### src/rtl/rst_seq.sv
// rst_seq: staged reset sequencer fed by the PLL lock signal.
// The PLL `locked` output is the asynchronous reset. Its release is
// synchronised into clkin, the block waits for the clocks to settle, then
// releases the domain resets one at a time and finally raises `ready`.
// A soft-reset request re-runs the staged release without a PLL re-lock.
//
// Ports:
//   clkin      in   1       system clock (PLL output domain)
//   rst_n      in   1       async active-low reset, driven by PLL locked
//   soft_req   in   1       soft-reset request, level, synchronous to clkin
//   rst_out_n  out  NSTAGE  per-domain active-low resets, bit k = stage k
//   ready      out  1       every stage released, sequence complete
//   soft_cnt   out  8       accepted soft resets, saturates at 255
module rst_seq #(
  parameter int unsigned NSTAGE     = 3,
  parameter int unsigned STABLE_CYC = 16,
  parameter int unsigned STAGE_GAP  = 4,
  parameter int unsigned HOLD_CYC   = 8
) (
  input  logic              clkin,
  input  logic              rst_n,
  input  logic              soft_req,
  output logic [NSTAGE-1:0] rst_out_n,
  output logic              ready,
  output logic [7:0]        soft_cnt
);

  // Shared cycle counter is sized for the longest of the three waits.
  localparam int unsigned MAX_AB  = (STABLE_CYC > STAGE_GAP) ? STABLE_CYC : STAGE_GAP;
  localparam int unsigned MAX_CYC = (MAX_AB > HOLD_CYC) ? MAX_AB : HOLD_CYC;
  localparam int unsigned CW      = $clog2(MAX_CYC + 1);
  localparam int unsigned SW      = (NSTAGE > 1) ? $clog2(NSTAGE) : 1;

  // Each wait matches one edge early because the match edge itself performs
  // the transition; this makes a wait of N cycles take exactly N edges.
  localparam logic [CW-1:0] STABLE_LAST = CW'(STABLE_CYC - 1);
  localparam logic [CW-1:0] GAP_LAST    = CW'(STAGE_GAP - 1);
  localparam logic [CW-1:0] HOLD_LAST   = CW'(HOLD_CYC - 1);
  localparam logic [SW-1:0] STAGE_LAST  = SW'(NSTAGE - 1);
  localparam logic [7:0]    SOFT_MAX    = 8'hFF;

  // Elaboration-time parameter legality checks.
  if (NSTAGE < 1 || NSTAGE > 8) begin : g_bad_nstage
    $error("rst_seq: NSTAGE must be in 1..8");
  end
  if (STABLE_CYC < 1) begin : g_bad_stable
    $error("rst_seq: STABLE_CYC must be >= 1");
  end
  if (STAGE_GAP < 1) begin : g_bad_gap
    $error("rst_seq: STAGE_GAP must be >= 1");
  end
  if (HOLD_CYC < 1) begin : g_bad_hold
    $error("rst_seq: HOLD_CYC must be >= 1");
  end

  typedef enum logic [2:0] {
    S_SYNC    = 3'd0,
    S_STABLE  = 3'd1,
    S_RELEASE = 3'd2,
    S_RUN     = 3'd3,
    S_HOLD    = 3'd4
  } state_t;

  state_t            state_q, state_d;
  logic [1:0]        sync_q;
  logic              sync_ok;
  logic [CW-1:0]     cnt_q, cnt_d;
  logic [SW-1:0]     stage_q, stage_d;
  logic [NSTAGE-1:0] rst_d;
  logic              ready_d;
  logic [7:0]        soft_cnt_d;

  // Release synchroniser: cleared asynchronously, shifts in ones after release.
  always_ff @(posedge clkin or negedge rst_n) begin
    if (!rst_n) begin
      sync_q <= 2'b00;
    end else begin
      sync_q <= {sync_q[0], 1'b1};
    end
  end

  assign sync_ok = sync_q[1];

  // State register.
  always_ff @(posedge clkin or negedge rst_n) begin
    if (!rst_n) begin
      state_q <= S_SYNC;
    end else begin
      state_q <= state_d;
    end
  end

  // Next-state logic. A soft request in RELEASE/RUN always wins.
  always_comb begin
    state_d = state_q;
    case (state_q)
      S_SYNC: begin
        if (sync_ok) begin
          state_d = (STABLE_CYC == 1) ? S_RELEASE : S_STABLE;
        end
      end
      S_STABLE: begin
        if (cnt_q == STABLE_LAST) begin
          state_d = S_RELEASE;
        end
      end
      S_RELEASE: begin
        if (soft_req) begin
          state_d = S_HOLD;
        end else if (stage_q == STAGE_LAST) begin
          state_d = S_RUN;
        end
      end
      S_RUN: begin
        if (soft_req) begin
          state_d = S_HOLD;
        end
      end
      S_HOLD: begin
        if (!soft_req && cnt_q == HOLD_LAST) begin
          state_d = S_RELEASE;
        end
      end
      default: state_d = S_SYNC;
    endcase
  end

  // Next values for the counters and the registered outputs.
  always_comb begin
    cnt_d      = cnt_q;
    stage_d    = stage_q;
    rst_d      = rst_out_n;
    ready_d    = ready;
    soft_cnt_d = soft_cnt;
    case (state_q)
      S_SYNC: begin
        cnt_d   = '0;
        stage_d = '0;
        if (sync_ok) begin
          // A one-cycle stability wait completes on the edge sync_ok is seen.
          if (STABLE_CYC == 1) begin
            rst_d = NSTAGE'(1);
          end else begin
            cnt_d = CW'(1);
          end
        end
      end
      S_STABLE: begin
        if (cnt_q == STABLE_LAST) begin
          rst_d   = NSTAGE'(1);
          cnt_d   = '0;
          stage_d = '0;
        end else begin
          cnt_d = cnt_q + CW'(1);
        end
      end
      S_RELEASE: begin
        if (soft_req) begin
          rst_d   = '0;
          ready_d = 1'b0;
          cnt_d   = '0;
          stage_d = '0;
          if (soft_cnt != SOFT_MAX) begin
            soft_cnt_d = soft_cnt + 8'd1;
          end
        end else if (stage_q == STAGE_LAST) begin
          ready_d = 1'b1;
        end else if (cnt_q == GAP_LAST) begin
          // Released bits form a thermometer code, so shifting in a one
          // releases exactly the next stage.
          rst_d   = NSTAGE'({rst_out_n, 1'b1});
          stage_d = stage_q + SW'(1);
          cnt_d   = '0;
        end else begin
          cnt_d = cnt_q + CW'(1);
        end
      end
      S_RUN: begin
        if (soft_req) begin
          rst_d   = '0;
          ready_d = 1'b0;
          cnt_d   = '0;
          stage_d = '0;
          if (soft_cnt != SOFT_MAX) begin
            soft_cnt_d = soft_cnt + 8'd1;
          end
        end
      end
      S_HOLD: begin
        // A request still high restarts the hold window without counting.
        if (soft_req) begin
          cnt_d = '0;
        end else if (cnt_q == HOLD_LAST) begin
          rst_d   = NSTAGE'(1);
          cnt_d   = '0;
          stage_d = '0;
        end else begin
          cnt_d = cnt_q + CW'(1);
        end
      end
      default: begin
        rst_d   = '0;
        ready_d = 1'b0;
        cnt_d   = '0;
        stage_d = '0;
      end
    endcase
  end

  // Datapath and output registers; every output comes straight from a flop.
  always_ff @(posedge clkin or negedge rst_n) begin
    if (!rst_n) begin
      cnt_q     <= '0;
      stage_q   <= '0;
      rst_out_n <= '0;
      ready     <= 1'b0;
      soft_cnt  <= 8'd0;
    end else begin
      cnt_q     <= cnt_d;
      stage_q   <= stage_d;
      rst_out_n <= rst_d;
      ready     <= ready_d;
      soft_cnt  <= soft_cnt_d;
    end
  end

endmodule

### config.mk
export PLATFORM = sky130hd
export DESIGN_NAME = rst_seq
export DESIGN_NICKNAME = d
export VERILOG_FILES = /design/src/rtl/rst_seq.sv
export SDC_FILE = /design/constraint.sdc
export NUM_CORES = 1
export LEC_CHECK = 0
export CELL_PAD_IN_SITES_DETAIL_PLACEMENT = 1
export CELL_PAD_IN_SITES_GLOBAL_PLACEMENT = 2
export CORE_MARGIN = 1
export CORE_UTILIZATION = 37
export DETAILED_ROUTE_END_ITERATION = 6
export GPL_TIMING_DRIVEN = 0
export PLACE_DENSITY_LB_ADDON = 0.1
export SLEW_MARGIN = 20
export SYNTH_ARGS = -nofsm -noshare
export SYNTH_HDL_FRONTEND = slang
export SYNTH_SLANG_ARGS = --single-unit
### constraint.sdc
create_clock -name clkin -period 5.95 [get_ports clkin]
set_input_delay 1.19 -clock clkin [delete_from_list [all_inputs] [get_ports clkin]]
set_output_delay 1.19 -clock clkin [all_outputs]
set_load 0.01 [all_outputs]
==> results.json <==
{
  "critPathMaxFanout": 5,
  "netlist_top_cells_area": "dfrtp_1 46%, ha_1 4.8%, nand2_1 3.5%, xor2_1 3.4%, xnor2_1 2.7%",
  "ir_drop_mv": 0.154,
  "cts_tree": "yes",
  "post_cts_buffers": 0,
  "p_per_area_nw_per_um2": 342,
  "wl_per_cell_um": 14.6,
  "p_leak_nw": 0.685,
  "synth_top_cell_area_share_pct": 46.0,
  "ys_ff_latch": 24,
  "critPathKind": "reg -> out",
  "antenna_found_initial": 0,
  "critical_path.top_delay_family": "buffers and inverters",
  "syn_avg_cell_area_um2": 9.96,
  "syn-num-nets": 139,
  "ys_types": 44,
  "max_slew_margin_pct": 62.1,
  "dieArea_um2": 3770,
  "fin_nets": 157,
  "synth-edff-count": 0,
  "yosysWarnings": 0,
  "cts-root-buf": "clkbuf_4",
  "required_ps": 4760,
  "tightest_slew_ps": 567,
  "core_area_um2": 3360,
  "worstHoldPathType": "reg -> reg",
  "cts_buffers": 3,
  "synth.cell_area_um2": 1310,
  "worstPathArrival_ps": 1340,
  "fp.dieW_um": 61.4,
  "ys.flop_type": "dfrtp_1",
  "drtPass1Iterations": 4,
  "vias": 995,
  "io_pins": 15,
  "hold_depth": 0,
  "setup_tns_ps": 0,
  "final_common_cell": "dfrtp_1",
  "synth_top_area_cell": "dfrtp_1",
  "grt_pass1_wl_um": 4730,
  "path_cells": "clkdlybuf4s50_1",
  "finalSetupViolCount": 0,
  "placed_cells": 190,
  "max_freq_mhz": 395,
  "syn_inst": 131,
  "drt_iter0_drc": 75,
  "port_buffers": 13,
  "crit_buf_inv": 1,
  "critical-path-max-stage-delay_ps": 580,
  "num_rows": 21,
  "slew_viol_final": 0,
  "cts_htree_levels": 1,
  "fin_crit_sh_pct": 42.6,
  "async_flop_share_pct": 100,
  "end_kind": "primary output",
  "hold_start": "sync_q[0]$_DFF_PN0_",
  "status": "finished clean",
  "ys_seq_area_share_pct": 46.0,
  "antenna_cells": 0,
  "max-clock-path-buffers": 2,
  "clkSinkCount": 24,
  "drive_above_1_share_pct": 9.46,
  "grt_max_degree": 25,
  "clk_latency_ps": 320,
  "maxCapViolCount": 0,
  "grt_pass1_vias": 959,
  "rr_endpoint": "rst_out_n[2]$_DFFE_PN0P_",
  "hold_buffers": 0,
  "cts.clk_slew.worst_paths_ps": 140,
  "overflow": 0,
  "worstReg2RegStart": "cnt_q[0]$_DFFE_PN0P_",
  "skew_ps": 3.11,
  "initial_core_util_pct": 38.8,
  "final_cell_mix": "24 x dfrtp_1, 12 x nand2_1, 12 x clkdlybuf4s50_1",
  "drc": 0,
  "worst_setup_path_start_kind": "register",
  "slowest_stage": "clkdlybuf4s50_1",
  "hpwl_um": 2120,
  "r2r_slack_ps": 3790,
  "hold_viol": 0,
  "period_needed_ps": 2530,
  "instances_no_fill": 194,
  "gp_congestion": 0.749,
  "r2r_cells": 6,
  "totalWireLength_um": 2830,
  "viasPerCell": 5.13,
  "rsz0062_at_grt": "false",
  "cts-resized-gates": 0,
  "ant_nets": 0,
  "grt_use_total_pct": 17.1,
  "die_y_um": 61.4,
  "min_to": "sync_q[1]$_DFF_PN0_",
  "synthToLayoutAreaGrowth_pct": 16.8
}
==> cell type report <==
type	count	area (um2)
plain buffers	5	21.3
clock buffers	4	36.3
fillers	406	1840
inverters	8	30.0
multi-input cells	94	653
flip-flops and latches	24	601
well taps	46	57.6
repair buffers	13	125
==> report_power, final <==
group          internal (mW)  leakage, nW  switching (mW)
Clock                 0.0374       0.0210          0.0514
Combinational         0.0980        0.356           0.102
Sequential             0.196        0.307          0.0354
==> synth_stat cells (2+ instances only) <==
library cell and count:
clkbuf_1 3, nor2_1 8, a21oi_1 5, o21ai_0 6, a31oi_1 2, or3_1 2
a2bb2oi_1 2, nor3_1 2, dfrtp_1 24, o211ai_1 2, buf_2 2, inv_1 8
and3_1 2, nand3_1 6, ha_1 5, and4_1 2, nand2_1 12, nor2b_1 5
xor2_1 5, xnor2_1 4
==> state kept, by name, indices dropped and copies added, names as in the netlist <==
name	cells
stage_q	2
ready	1
sync_q	2
cnt_q	5
soft_cnt	8
rst_out_n	3
state_q	3
==> worst max-delay path by stage <==
stage | startpoint | endpoint | slack [ps] | cells after the start
5_1_grt | soft_cnt[4]$_DFFE_PN0P_ | soft_cnt[4] | 3340 | 1
4_1_cts | soft_cnt[4]$_DFFE_PN0P_ | soft_cnt[4] | 3400 | 1
3_3_place_gp | soft_req | rst_out_n[1]$_DFFE_PN0P_ | 3250 | 6
6_report | soft_cnt[4]$_DFFE_PN0P_ | soft_cnt[4] | 3420 | 1
3_5_place_dp | soft_req | soft_cnt[5]$_DFFE_PN0P_ | 3230 | 6
2_1_floorplan | soft_req | soft_cnt[7]$_DFFE_PN0P_ | 3510 | 6
==> routing by layer <==
metal | share of wire (%) | vias up | GRT usage [%]
met5 | 0 | - | 0
met4 | 0.99 | 0 | 6.03
met3 | 2.2 | 4 | 2.10
met2 | 46 | 10 | 26.1
met1 | 51 | 488 | 25.1
li1 | - | 493 | -
==> kinds of logic (layout without fill, tap and decap cells) <==
family / after synthesis / after routing / share of synthesized area (%)
AOI/OAI and AO/OA: 28 / 28 / 15.7
other: 1 / 1 / 0.287
xor gates and xnor gates: 9 / 9 / 6.04
adders and majority gates: 5 / 5 / 4.79
and+or+nand+nor: 49 / 49 / 21.6
buffers and inverters: 13 / 30 / 3.93
muxes: 2 / 2 / 1.63
DFF: 24 / 24 / 46.0
==> stage by stage <==
stage	utilization [%]	total power [mW]	setup slack, ps	hold WS (ps)	cell area [um2]
after global placement	44.4	0.429	3250	340	1490
after detailed placement	44.4	0.437	3230	341	1490
final	45.3	0.520	3420	369	1520
after floorplan	-	0.364	3510	331	1310
after CTS	45.5	0.527	3400	373	1530
after global routing	45.3	0.560	3340	392	1520
Note: power is estimated with default switching activity, not from simulation.
